**config.mk**
```make
export PLATFORM = sky130hd
export DESIGN_NAME = ram_arbiter
export DESIGN_NICKNAME = d
export VERILOG_FILES = /design/src/rtl/ram_arbiter_pkg.sv /design/src/rtl/ram_arbiter_rr_picker.sv /design/src/rtl/ram_arbiter.sv
export SDC_FILE = /design/constraint.sdc
export NUM_CORES = 1
export LEC_CHECK = 0
export CAP_MARGIN = 25
export CELL_PAD_IN_SITES_DETAIL_PLACEMENT = 1
export CELL_PAD_IN_SITES_GLOBAL_PLACEMENT = 2
export CORE_MARGIN = 4
export CORE_UTILIZATION = 10
export CTS_CLUSTER_DIAMETER = 40
export CTS_CLUSTER_SIZE = 24
export DETAILED_ROUTE_END_ITERATION = 6
export PLACE_DENSITY = 0.95
export SETUP_SLACK_MARGIN = 0.1
export SLEW_MARGIN = 10
export SYNTH_ARGS = -nofsm -noshare
export SYNTH_HDL_FRONTEND = slang
export SYNTH_SLANG_ARGS = --single-unit
```
**constraint.sdc**
```tcl
create_clock -name CLK -period 1.8 [get_ports CLK]
set_input_delay 0.36 -clock CLK [delete_from_list [all_inputs] [get_ports CLK]]
set_output_delay 0.36 -clock CLK [all_outputs]
set_load 0.01 [all_outputs]
```
**src/rtl/ram_arbiter_pkg.sv**
```systemverilog
// Shared types for the RAM arbiter: RAM handshake states, data word and arbiter FSM states.
package ram_arbiter_pkg;

    localparam int WORD_W = 32;

    typedef enum logic [1:0] {
        FREE   = 2'd0,
        BUSY   = 2'd1,
        ACCESS = 2'd2,
        ERROR  = 2'd3
    } ramstate_t;

    typedef logic [WORD_W-1:0] word_t;

    typedef enum logic {
        IDLE   = 1'b0,
        ACTIVE = 1'b1
    } arb_state_t;

endpackage

```
**src/rtl/ram_arbiter_rr_picker.sv**
```systemverilog
// Combinational round-robin picker: first set request bit at or after ptr_i, wrapping modulo N.
module ram_arbiter_rr_picker #(
    parameter int N  = 4,
    parameter int PW = $clog2(N)
) (
    input  logic [N-1:0]  req_i,
    input  logic [PW-1:0] ptr_i,
    output logic          valid_o,
    output logic [PW-1:0] idx_o
);

    int            pos;
    logic [PW-1:0] pos_w;

    // Scan from the farthest offset down so the closest requester overwrites last.
    always_comb begin
        valid_o = 1'b0;
        idx_o   = '0;
        pos     = 0;
        pos_w   = '0;
        for (int k = N - 1; k >= 0; k--) begin
            pos = int'(ptr_i) + k;
            if (pos >= N) begin
                pos = pos - N;
            end
            pos_w = PW'(pos);
            if (req_i[pos_w]) begin
                valid_o = 1'b1;
                idx_o   = pos_w;
            end
        end
    end

endmodule

```
**src/rtl/ram_arbiter.sv**
```systemverilog
// Shares one RAM port between the d/i cache ports of CPUS cores; one transaction in flight,
// round-robin grants over sources ordered d0,i0,d1,i1,... held until RAM reports ACCESS.
module ram_arbiter
    import ram_arbiter_pkg::*;
#(
    parameter int CPUS   = 2,
    parameter int ADDR_W = 32
) (
    input  logic                         CLK,
    input  logic                         RST,
    input  logic [CPUS-1:0]              iREN,
    input  logic [CPUS-1:0][ADDR_W-1:0]  iaddr,
    output logic [CPUS-1:0]              iwait,
    output logic [CPUS-1:0][ADDR_W-1:0]  iload,
    input  logic [CPUS-1:0]              dREN,
    input  logic [CPUS-1:0]              dWEN,
    input  logic [CPUS-1:0][ADDR_W-1:0]  daddr,
    input  logic [CPUS-1:0][ADDR_W-1:0]  dstore,
    output logic [CPUS-1:0]              dwait,
    output logic [CPUS-1:0][ADDR_W-1:0]  dload,
    output logic                         ramREN,
    output logic                         ramWEN,
    output logic [ADDR_W-1:0]            ramaddr,
    output logic [ADDR_W-1:0]            ramstore,
    input  logic [ADDR_W-1:0]            ramload,
    input  ramstate_t                    ramstate
);

    localparam int NSRC = 2 * CPUS;
    localparam int PW   = $clog2(NSRC);

    logic [NSRC-1:0]             src_req;
    logic [NSRC-1:0]             src_ren;
    logic [NSRC-1:0]             src_wen;
    logic [NSRC-1:0][ADDR_W-1:0] src_addr;
    logic [NSRC-1:0][ADDR_W-1:0] src_store;
    logic [NSRC-1:0]             src_wait;
    logic [NSRC-1:0][ADDR_W-1:0] src_load;

    arb_state_t    state_q, state_d;
    logic [PW-1:0] grant_q, grant_d;
    logic [PW-1:0] ptr_q, ptr_d;
    logic          pick_valid;
    logic [PW-1:0] pick_idx;
    logic          complete;

    // Flatten the per-core ports into the interleaved source order; WEN overrides REN.
    generate
        for (genvar gi = 0; gi < CPUS; gi++) begin : g_core
            assign src_req[2*gi]     = dREN[gi] | dWEN[gi];
            assign src_ren[2*gi]     = dREN[gi] & ~dWEN[gi];
            assign src_wen[2*gi]     = dWEN[gi];
            assign src_addr[2*gi]    = daddr[gi];
            assign src_store[2*gi]   = dstore[gi];

            assign src_req[2*gi+1]   = iREN[gi];
            assign src_ren[2*gi+1]   = iREN[gi];
            assign src_wen[2*gi+1]   = 1'b0;
            assign src_addr[2*gi+1]  = iaddr[gi];
            assign src_store[2*gi+1] = '0;

            assign dwait[gi] = src_wait[2*gi];
            assign dload[gi] = src_load[2*gi];
            assign iwait[gi] = src_wait[2*gi+1];
            assign iload[gi] = src_load[2*gi+1];
        end

        for (genvar gi = 0; gi < NSRC; gi++) begin : g_src
            logic sel;
            assign sel          = complete & (grant_q == PW'(gi));
            assign src_wait[gi] = src_req[gi] & ~sel;
            assign src_load[gi] = sel ? ramload : '0;
        end
    endgenerate

    ram_arbiter_rr_picker #(
        .N  (NSRC),
        .PW (PW)
    ) u_picker (
        .req_i   (src_req),
        .ptr_i   (ptr_q),
        .valid_o (pick_valid),
        .idx_o   (pick_idx)
    );

    always_ff @(posedge CLK or posedge RST) begin
        if (RST) begin
            state_q <= IDLE;
            grant_q <= '0;
            ptr_q   <= '0;
        end else begin
            state_q <= state_d;
            grant_q <= grant_d;
            ptr_q   <= ptr_d;
        end
    end

    always_comb begin
        state_d  = state_q;
        grant_d  = grant_q;
        ptr_d    = ptr_q;
        complete = 1'b0;
        ramREN   = 1'b0;
        ramWEN   = 1'b0;
        ramaddr  = '0;
        ramstore = '0;
        case (state_q)
            IDLE: begin
                if (pick_valid) begin
                    state_d = ACTIVE;
                    grant_d = pick_idx;
                end
            end
            ACTIVE: begin
                ramREN   = src_ren[grant_q];
                ramWEN   = src_wen[grant_q];
                ramaddr  = src_addr[grant_q];
                ramstore = src_store[grant_q];
                // A withdrawn request abandons the slot without advancing fairness.
                if (!src_req[grant_q]) begin
                    state_d = IDLE;
                end else if (ramstate == ACCESS) begin
                    complete = 1'b1;
                    state_d  = IDLE;
                    ptr_d    = (grant_q == PW'(NSRC - 1)) ? '0 : grant_q + PW'(1);
                end
            end
            default: state_d = IDLE;
        endcase
    end

endmodule

```
* After elaboration in Yosys (flattened, before gate mapping) *
Cells that the tools add are included.

storage, ports and cells
  register bits after elaboration = 5
  input port bits = 234
  logic and storage cells = 92

operators by class
  $add $sub $neg = 8
  order comparisons = 9
  eq/ne operators = 4
  multiplexer cells = 46
  bitwise operators = 19
  reduce and logical (&&, ||, !) cells = 3

operators with widths
  operator                                                               number
  32-bit two-way mux                                                     8
  32-bit binary-select mux with 2-bit select                             2
  1-bit two-way mux                                                      19
  2-bit two-way mux                                                      9
  2-bit by 3-bit < comparator with 1-bit output, second input constant   5
  1-bit binary-select mux with 2-bit select                              7
  1-bit AND                                                              10
  3-bit >= comparator, second input constant                             3
  2-bit by 1-bit subtractor with 2-bit output, second input constant     4
  1-bit NOT                                                              7
  2-bit by 2-bit adder with 3-bit output, second input constant          2
  2-bit equality test, second input constant                             3
  2-bit by 1-bit adder with 3-bit output, second input constant          1
  2-bit by 3-bit >= comparator with 1-bit output, second input constant  1
  3-bit AND reduction                                                    1
  2-bit by 1-bit adder with 2-bit output, second input constant          1
  2-bit by 1-bit equality test with 1-bit output, second input constant  1
  2-bit logical NOT                                                      1
  1-bit OR                                                               2
  1-bit case mux with 2 select lines                                     1
  2-bit AND reduction                                                    1

* Longest topological paths before layout *
Gate-level depths: netlist (run 1).

  word-level depth = 11
  mapped depth = 7
  depth with buffers taken out = 5

* Cells and area by module *
From an unflattened synthesis (run 1), not the netlist that was laid out.

second synthesis, totals
  cell total of the unflattened synthesis = 351
  area total of the unflattened synthesis = 2812.7 µm²

modules (own cells, without submodules)
  module                 instances  cells an instance  area each (µm²)  sequential area each (µm²)
  ram_arbiter            1          338                2735.1           125.1
  ram_arbiter_rr_picker  1          13                 77.6             0.0

* Worst setup path before layout (run 1) *
Ideal clock, no wire load.

  kind = register to output
  start point = reg grant_q[0]
  end point = out ramaddr[10]
  arrival = 1630 ps
  data required time = 1440 ps
  slack = -190 ps
  stages on the path, launching flop included = 5
  path buffers = 2
  path through = dfrtp_1 > buf_2 > buf_4 > mux4_2 > and2_1

between the ends
  longest elaborated chain between the ends = 3

RTL lines
  what                                        RTL line            source
  from (decl)                                 ram_arbiter.sv:41   logic [PW-1:0] grant_q, grant_d;
  from (signal assigned)                      ram_arbiter.sv:93   grant_q <= grant_d;
  32-bit binary-select mux with 2-bit select  ram_arbiter.sv:117  ramaddr = src_addr[grant_q];
  32-bit two-way mux (implied by the code)    ram_arbiter.sv:117
  32-bit two-way mux                          ram_arbiter.sv:107  case (state_q)
  to (decl)                                   ram_arbiter.sv:23   output logic [ADDR_W-1:0] ramaddr,

Every way passes these cells. The select of a mux whose other input is x is not followed.

==> results.yml, run 1 <==
status:
  status: "complete, but fails checks"
  violations: "negative setup slack"
global_route:
  first_global_vias: 5369
  antenna_found_initial: 1
  grt_max_degree: 33
  grt.total_usage: 0.149
  grt.overflow.total: 0
  grt_pass1_wl_mm: 35.1
setup_path:
  crit_path_max_fanout: 8
  startpoint_type: "register"
  endpoint_kind: "primary output"
  reg2reg_slack_ps: -70
  rr_startpoint: "grant_q[0]"
  required_ps: 1440
  worstSetupPathType: "reg -> out"
  arrival_ps: 2190
  startpoint: "grant_q[0]"
detailed_routing:
  drt-total-wl_mm: 25.2
  first_pass_iters: 4
  drt-wirelength-per-cell_um: 20.3
  drc: 0
  drtAntennaViolNets: 0
  drtIter0Drc: 112
  vias_per_cell: 3.91
  dr_total_vias: 4864
timing:
  max_freq_mhz: 392
  slew_viol_final: 0
  hold_viol_final: 0
  setup_ws_ps: -753
  fin_crit_ps: 2550
  setup_viol: 200
  fin_skew_ps: 4.47
  rsz0062_at_grt: "yes"
  worstMarginPinSlew_ps: 387
  post-route-period-util: 1.42
  max_slew_margin: 0.742
clocking:
  ctsHoldBuffers: 0
  clock_latency_ps: 230
  cts_buffer_depth: 2
  clock_sinks: 5
  cts_tree: "done"
  cts_inserted_buffers: 3
  htree_levels: 1
  clk_pin_slew_ps: 40
  cts_root_buf: "clkbuf_16"
floorplan:
  chipWidth_um: 176
  die_y_um: 176
  die_area_um2: 31100
  core_area_um2: 27900
  rows: 61
  start_util: 0.102
  pin_count: 432
power_and_ir_drop:
  irDropWorstVdd_mv: 0.497
  powerDensity_nw_per_um2: 965
  p_leak_nw: 4.26
run:
  max_cap_violations: 0
yosys:
  synth_area_um2: 2840
  ys_ff_latch: 5
  avgSynthCellArea_um2: 8.11
  synth_cell_type_count: 31
  yosysTopAreaCell: "and2_1"
  syn_nets: 588
  yosys-top-cells-area: "and2_1 (35%), mux4_2 (25%), mux2i_1 (12%), nor2_1 (5.3%), dfrtp_1 (4.4%)"
  synth_cells: 350
  synth_edf_count: 0
  ys.flop_type: "dfrtp_1"
  yosysSeqAreaShare: 0.0441
  async_flop_share: 1.00
  synth_top_area_frac: 0.353
  ys_warn_count: 0
worst_hold_path:
  hp-class: "in -> async"
cells_and_area:
  nNetsFinal: 1103
  fillers: 3084
  postLayoutCoreUtil: 0.352
  drive_gt1_frac: 0.623
  area.growth.synth_to_final_pct: 245
place:
  place_hpwl_mm: 17.9
  gp_congestion: 0.825
  post-place-ws_ps: -1190
  port_buffers: 431
synthesized netlist by cell type, types with 2 or more instances:
master,count
nor3b_1,3
inv_1,9
nor2b_1,2
a21oi_1,3
mux4_2,32
dfrtp_1,5
buf_4,2
mux2i_1,33
and2_1,160
clkbuf_1,10
nand2_1,4
or3_1,2
buf_2,7
clkbuf_2,12
mux2_2,2
a211oi_1,3
a211oi_2,4
nor2_1,40
o2111ai_2,2
ha_1,4
routing by layer:
metal,vias up,track usage,part of all wire
met5,-,0,0
met4,0,0.0248,0.014
met3,21,0.0276,0.066
met2,252,0.290,0.54
met1,2361,0.170,0.38
li1,2230,-,-
report_power, final:
part           internal, mW  total [mW]  switching, mW
Clock                 0.291       0.370         0.0791
Sequential            0.176       0.271         0.0947
Combinational          5.34        8.81           3.47
critical path, cell delays in order, from the launching register on:
cell and delay, ps:
dfrtp_2 430, buf_12 140, or3_4 390, o2111ai_4 150, buf_12 160, a211oi_4 60, buf_6 150, clkbuf_16 180
and2_4 160, buf_6 110
sequential cells by signal, summed over array words and instances, names as in the netlist:
register / count
state_q: 1
grant_q: 2
ptr_q: 2
worst paths after layout:
path,to,depth (start not counted)
worst max-delay path,iload[42],9
worst min-delay path,ptr_q[0],2
worst max register to register,ptr_q[1],7
worst min register to register,ptr_q[0],1
max in group asynchronous,grant_q[1],2
min in group CLK,ptr_q[0],1
logic make-up (layout without fill, tap and decap cells):
kind of cell               after synthesis  after routing  share of synthesized area
and+or+nand+nor                        214            214                      0.435
muxes                                   67             67                      0.378
buffers and inverters                   40            554                     0.0639
AOI/OAI and AO/OA                       20             20                     0.0617
DFF                                      5              5                     0.0441
adders and majority gates                4              4                     0.0176
other                                    0              1                          0
final cells by class:
type / count / area (um2) / share of cell area
Clock buffer: 3 / 75.1 / 0.00766
Timing Repair Buffer: 541 / 5930 / 0.605
Clock inverter: 1 / 5.00 / 0.000511
Inverter: 9 / 41.3 / 0.00422
Sequential cell: 5 / 130 / 0.0133
Tap cell: 378 / 473 / 0.0483
Antenna cell: 1 / 2.50 / 0.000255
Multi-Input combinational cell: 305 / 3140 / 0.320
timing repair:
| action | CTS | global route |
|---|---|---|
| endpoints found under the setup margin | 203 | 203 |
| buffers inserted | 54 | 18 |
| cloned | 18 | 2 |
| pin swaps | 32 | 18 |
| resized for setup | 1033 | 184 |
through the flow:
step / TNS, ps / cells / cell area, um2 / power, mW / hold slack (ps)
2_1_floorplan: -6270 / 350 / 3070 / 3.44 / 138
3_3_place_gp: -172190 / 1163 / 8070 / 6.67 / 580
3_5_place_dp: -179300 / 1163 / 8070 / 6.77 / 593
4_1_cts: -119580 / 1238 / 9220 / 9.05 / 344
5_1_grt: -124570 / 1243 / 9790 / 10.0 / 355
6_report: -114860 / 1243 / 9790 / 9.45 / 337
cell usage in the layout, fill, tap and decap left out, drive strengths merged, types with 3 or more instances in the layout:
cell type and instances:
nand2 4, buf 306, ha 4, clkbuf 5
a211oi 7, mux2i 33, mux4 32, nor2 40
clkdlybuf4s50 227, dlygate4sd2 6, inv 9, dfrtp 5
and2 160, nor3b 3, a21oi 3
(Power assumes the default switching activity.)
==> run 2: changes to the inputs <==
--- a/config.mk
+++ b/config.mk
@@ -14,7 +14,6 @@
 export CTS_CLUSTER_SIZE = 24
 export DETAILED_ROUTE_END_ITERATION = 6
 export PLACE_DENSITY = 0.95
-export SETUP_SLACK_MARGIN = 0.1
 export SLEW_MARGIN = 10
 export SYNTH_ARGS = -nofsm -noshare
 export SYNTH_HDL_FRONTEND = slang
==> run 2 against run 1 <==
  * The flow still finishes with violations (negative setup slack)
  * Sequential power up 9.2%
  * Clock skew down 0.72 ps
  * Cell count unchanged
  * Flip-flop and latch count unchanged
  * Die area unchanged
  * Worst setup slack worse by 63 ps
  * Total power down 4.1%
  * Utilization down 0.27 points
  * Register-to-register slack better by 60 ps
  * Highest routed layer is now met5
==> results.yml, run 2 (synthesized netlist as in run 1, its figures left out) <==
detailed_routing:
  drc: 0
  drt-wirelength-per-cell_um: 20.1
  dr_total_vias: 4831
  vias_per_cell: 3.89
  drt-total-wl_mm: 25.0
  drtIter0Drc: 121
  first_pass_iters: 4
  drtAntennaViolNets: 0
global_route:
  grt.total_usage: 0.134
  antenna_found_initial: 2
  grt_max_degree: 44
  grt.overflow.total: 0
  first_global_vias: 5103
  grt_pass1_wl_mm: 32.3
clocking:
  cts_inserted_buffers: 3
  htree_levels: 1
  ctsHoldBuffers: 0
  clk_pin_slew_ps: 40
  clock_sinks: 5
  cts_root_buf: "clkbuf_16"
  cts_buffer_depth: 2
  cts_tree: "done"
  clock_latency_ps: 230
cells_and_area:
  top_regs: "grant_q: 2 flops, ptr_q: 2 flops, state_q: 1 flops"
  mostFrequentLayoutCell: "clkdlybuf4s50_1"
  instances_no_fill: 1243
  drive_gt1_frac: 0.617
  postLayoutCoreUtil: 0.349
  nNetsFinal: 1103
  area.growth.synth_to_final_pct: 242
  final_cell_mix: "clkdlybuf4s50_1 (227), buf_6 (190), and2_4 (148)"
  fillers: 3106
floorplan:
  core_area_um2: 27900
  pin_count: 432
  die_y_um: 176
  start_util: 0.102
  chipWidth_um: 176
  rows: 61
  die_area_um2: 31100
setup_path:
  reg2reg_to: "ptr_q[0]"
  required_ps: 1440
  crit_path_max_fanout: 8
  arrival_ps: 2260
  startpoint_type: "register"
  reg2reg_depth: 7
  endpoint_kind: "primary output"
  reg2reg_slack_ps: -10
  rr_startpoint: "grant_q[0]"
  worstSetupPathType: "reg -> out"
place:
  port_buffers: 431
  place_hpwl_mm: 17.7
  gp_congestion: 0.809
  place_inst: 1163
run:
  max_cap_violations: 0
power_and_ir_drop:
  powerDensity_nw_per_um2: 932
  irDropWorstVdd_mv: 0.736
  p_leak_nw: 4.32
timing:
  worstMarginPinSlew_ps: 334
  setup_viol: 199
  hold_viol_final: 0
  rsz0062_at_grt: "yes"
  max_freq_mhz: 382
  setup_ws_ps: -815
  tns_ps: -124650
  post-route-period-util: 1.45
  fin_skew_ps: 3.76
  max_slew_margin: 0.776
  fin_crit_ps: 2620
  slew_viol_final: 0
status:
  violations: "negative setup slack"
  status: "complete, but fails checks"
worst_hold_path:
  hp-class: "in -> async"
-- run 2: cell types whose count changed in the layout (fill, tap and decap cells not counted), sizes merged --
cell / change
buf: -25
dlymetal6s2s: +13
dlygate4sd2: -2
clkbuf: +14
-- run 2: worst max-delay path, stage by stage (launching register included) --
cell	delay, ps
dfrtp_2	470
buf_6	140
or3_4	360
o2111ai_4	110
buf_6	170
buf_6	100
a211oi_4	60
buf_12	150
clkbuf_16	170
and2_4	150
buf_2	130
-- run 2: stage by stage --
step                      hold slack [ps]  setup WS [ps]  area (um2)  total power, mW
after global routing                  388           -865        9720             9.62
after global placement                576          -1060        8040             6.55
after CTS                             351           -835        8330             7.62
after detailed placement              580          -1170        8040             6.65
after floorplan                       138          -62.6        3070             3.44
final                                 353           -815        9720             9.06
-- run 2: worst max path at each step --
stage           endpoint  depth (start not counted)       start
5_1_grt        iload[34]                         10  grant_q[0]
3_5_place_dp   iload[11]                          7     dREN[0]
2_1_floorplan  iload[33]                          6  grant_q[1]
4_1_cts         dload[0]                         11  grant_q[0]
3_3_place_gp   dload[36]                          7     dREN[0]
6_report       dload[38]                         10  grant_q[0]
-- run 2: repair_timing --
action	CTS	global route
setup buffers	29	40
endpoints found under the setup margin	203	203
pin swaps	19	29
gates cloned	9	6
resized for setup	700	433
-- run 2: cell type report --
type / count / area [um2] / area share
Antenna cell: 1 / 2.50 / 0.000257
Clock buffer: 3 / 75.1 / 0.00772
Clock inverter: 1 / 5.00 / 0.000515
Inverter: 9 / 43.8 / 0.00451
Multi-Input combinational cell: 305 / 3180 / 0.327
Sequential cell: 5 / 130 / 0.0134
Tap cell: 378 / 473 / 0.0487
Timing Repair Buffer: 541 / 5810 / 0.598
-- run 2: power by group --
group / internal (mW) / switching (mW) / leakage, nW
clock: 0.290 / 0.0738 / 0.0409
combinational: 4.97 / 3.43 / 4.22
sequential: 0.176 / 0.119 / 0.0573
-- run 2: routing by layer --
| layer | GRT usage | wire length [um] | vias to the layer above |
|---|---|---|---|
| met5 | 0 | 13 | - |
| met3 | 0.0240 | 1530 | 24 |
| li1 | - | - | 2226 |
| met1 | 0.154 | 9400 | 2355 |
| met2 | 0.264 | 13600 | 224 |
| met4 | 0.0155 | 374 | 2 |
==> run 3: changes to the inputs <==
--- a/config.mk
+++ b/config.mk
@@ -8,6 +8,7 @@
 export CAP_MARGIN = 25
 export CELL_PAD_IN_SITES_DETAIL_PLACEMENT = 1
 export CELL_PAD_IN_SITES_GLOBAL_PLACEMENT = 2
+export CORE_ASPECT_RATIO = 0.5
 export CORE_MARGIN = 4
 export CORE_UTILIZATION = 10
 export CTS_CLUSTER_DIAMETER = 40
==> run 3 against run 2 <==
  * The flow still finishes with violations (negative setup slack)
  * Flip-flop and latch count unchanged
  * Hold slack worse by 25 ps
  * Utilization is 0.95 points higher
  * Cell area grew 2.6%
  * Total power increased by 8.9%
  * Sequential power is 5% higher
  * Routed wire length grew 30%
  * Worst setup slack worse by 19 ps
  * Non-clock buffer count grew 35
  * First-iteration DRC count grew 82%
  * Count of clock-buffer cells in the layout increased by 1
  * Clock skew is 0.67 ps lower
  * Critical endpoint is now iload[51]
  * Highest routed layer unchanged
==> results.yml, run 3 (synthesized netlist as in run 1, its figures left out) <==
place:
  port_buffers: 431
  place_inst: 1171
  gp_congestion: 1.01
  place_hpwl_mm: 24.0
timing:
  post-route-period-util: 1.46
  whs_ps: 328
  setup_ws_ps: -834
  worstMarginPinSlew_ps: 337
  rsz0062_at_grt: "yes"
  max_slew_margin: 0.775
  setup_viol: 199
  fin_skew_ps: 3.09
  hold_viol_final: 0
  fin_crit_ps: 2630
  max_freq_mhz: 380
  slew_viol_final: 0
cells_and_area:
  nNetsFinal: 1138
  final_cell_mix: "clkdlybuf4s50_1 (227), buf_6 (181), and2_4 (124)"
  multi_input_area_um2: 3290
  seq_area_um2: 131
  fillers: 3099
  mostFrequentLayoutCell: "clkdlybuf4s50_1"
  area.growth.synth_to_final_pct: 251
  instances_no_fill: 1282
  top_regs: "grant_q: 2 flops, ptr_q: 2 flops, state_q: 1 flops"
  drive_gt1_frac: 0.630
clocking:
  ctsHoldBuffers: 0
  clk_pin_slew_ps: 30
  clock_sinks: 5
  clock_latency_ps: 230
  cts_root_buf: "clkbuf_16"
  cts_tree: "done"
  htree_levels: 1
  cts_inserted_buffers: 3
  cts_buffer_depth: 2
global_route:
  grt.total_usage: 0.188
  grt_max_degree: 34
  first_global_vias: 5381
  grt_pass1_wl_mm: 42.5
  antenna_found_initial: 3
  grt.overflow.total: 0
floorplan:
  die_area_um2: 31300
  core_area_um2: 27800
  pin_count: 432
  start_util: 0.102
  rows: 43
  die_y_um: 127
  chipWidth_um: 246
setup_path:
  crit_slowest_cell: "dfrtp_2"
  arrival_ps: 2270
  endpoint_kind: "primary output"
  critPathBufInv: 6
  required_ps: 1440
  cp_common_cell: "buf_6"
  reg2reg_depth: 6
  worstSetupPathType: "reg -> out"
  startpoint: "grant_q[0]"
  crit_chain: "or3_4 -> o2111ai_4 -> buf_6 -> a211oi_4 -> buf_6 -> buf_16 -> buf_8 -> buf_6 -> and2_4 -> buf_6"
  rr_startpoint: "grant_q[0]"
  cp_num_cells: 10
  critPathTopFamily: "buffers and inverters"
  startpoint_type: "register"
  cp_slowest_stage_delay_ps: 490
  crit_path_max_fanout: 6
detailed_routing:
  drt-total-wl_mm: 32.5
  drt-wirelength-per-cell_um: 25.4
  drtAntennaViolNets: 0
  drtIter0Drc: 220
  first_pass_iters: 4
  dr_total_vias: 5107
  drc: 0
  vias_per_cell: 3.98
status:
  violations: "negative setup slack"
  status: "complete, but fails checks"
run:
  max_cap_violations: 0
power_and_ir_drop:
  clock_power_share: 0.037
  p_int_mw: 5.73
  p_seq_frac: 0.032
  p_leak_nw: 4.33
  sw_frac_of_total: 0.419
  combPwrFrac: 0.931
  switchingPower_mw: 4.14
  power_mw: 9.87
  irDropWorstVdd_mv: 0.522
  powerDensity_nw_per_um2: 990
worst_hold_path:
  hp-class: "in -> async"
## run 3: path summary, 6_finish.rpt
path                         endpoint  slack, ps
setup reg to reg             ptr_q[0]        -10
hold / removal               ptr_q[1]        330
setup / recovery            iload[51]       -830
min in group CLK             ptr_q[0]        650
hold reg to reg              ptr_q[0]        650
max in group asynchronous  grant_q[1]       1290
## run 3: power groups by stage
stage                     clock (mW)  sequential (mW)  combinational [mW]
after floorplan                    0            0.225                3.22
after global placement             0            0.293                6.62
after detailed placement           0            0.299                6.67
after CTS                      0.373            0.300                7.96
after global routing           0.381            0.324                9.70
final                          0.367            0.311                9.20
## run 3: final cells by class
type	count	share of cell area
clock buffer	4	0.00791
inverter	9	0.00389
multi-input combinational	305	0.330
antenna	1	0.000251
sequential	5	0.0132
tap	382	0.0479
timing repair buffer	576	0.597
## run 3: repair_timing
item / in CTS / in global routing
pin swaps: 24 / 30
endpoints found under the setup margin: 203 / 201
resized for setup: 858 / 335
cloned: 16 / 5
buffers inserted: 55 / 56
## run 3: per-layer routing
| metal | global-route usage | share of wire | up-vias |
|---|---|---|---|
| met5 | 0 | 0.00065 | - |
| li1 | - | - | 2295 |
| met1 | 0.254 | 0.43 | 2623 |
| met3 | 0.0315 | 0.048 | 30 |
| met4 | 0.0343 | 0.013 | 4 |
| met2 | 0.321 | 0.51 | 155 |
## run 3: worst reg2reg max path, cell delays in order (launching register included)
cell and delay (ps):
dfrtp_2 490, or3_4 190, o2111ai_4 170, buf_4 190, buf_4 130, a21oi_4 160
mux2_2 350
## run 3: metrics by stage
step                setup WS [ps]  TNS (ps)  utilization  area, um2
floorplan                   -62.6     -6270            -       3070
finish                       -834   -120220        0.358       9970
global placement            -1100   -172460        0.290       8070
global route                 -888   -134680        0.358       9970
CTS                          -918   -117920        0.327       9100
detailed placement          -1140   -178430        0.290       8070
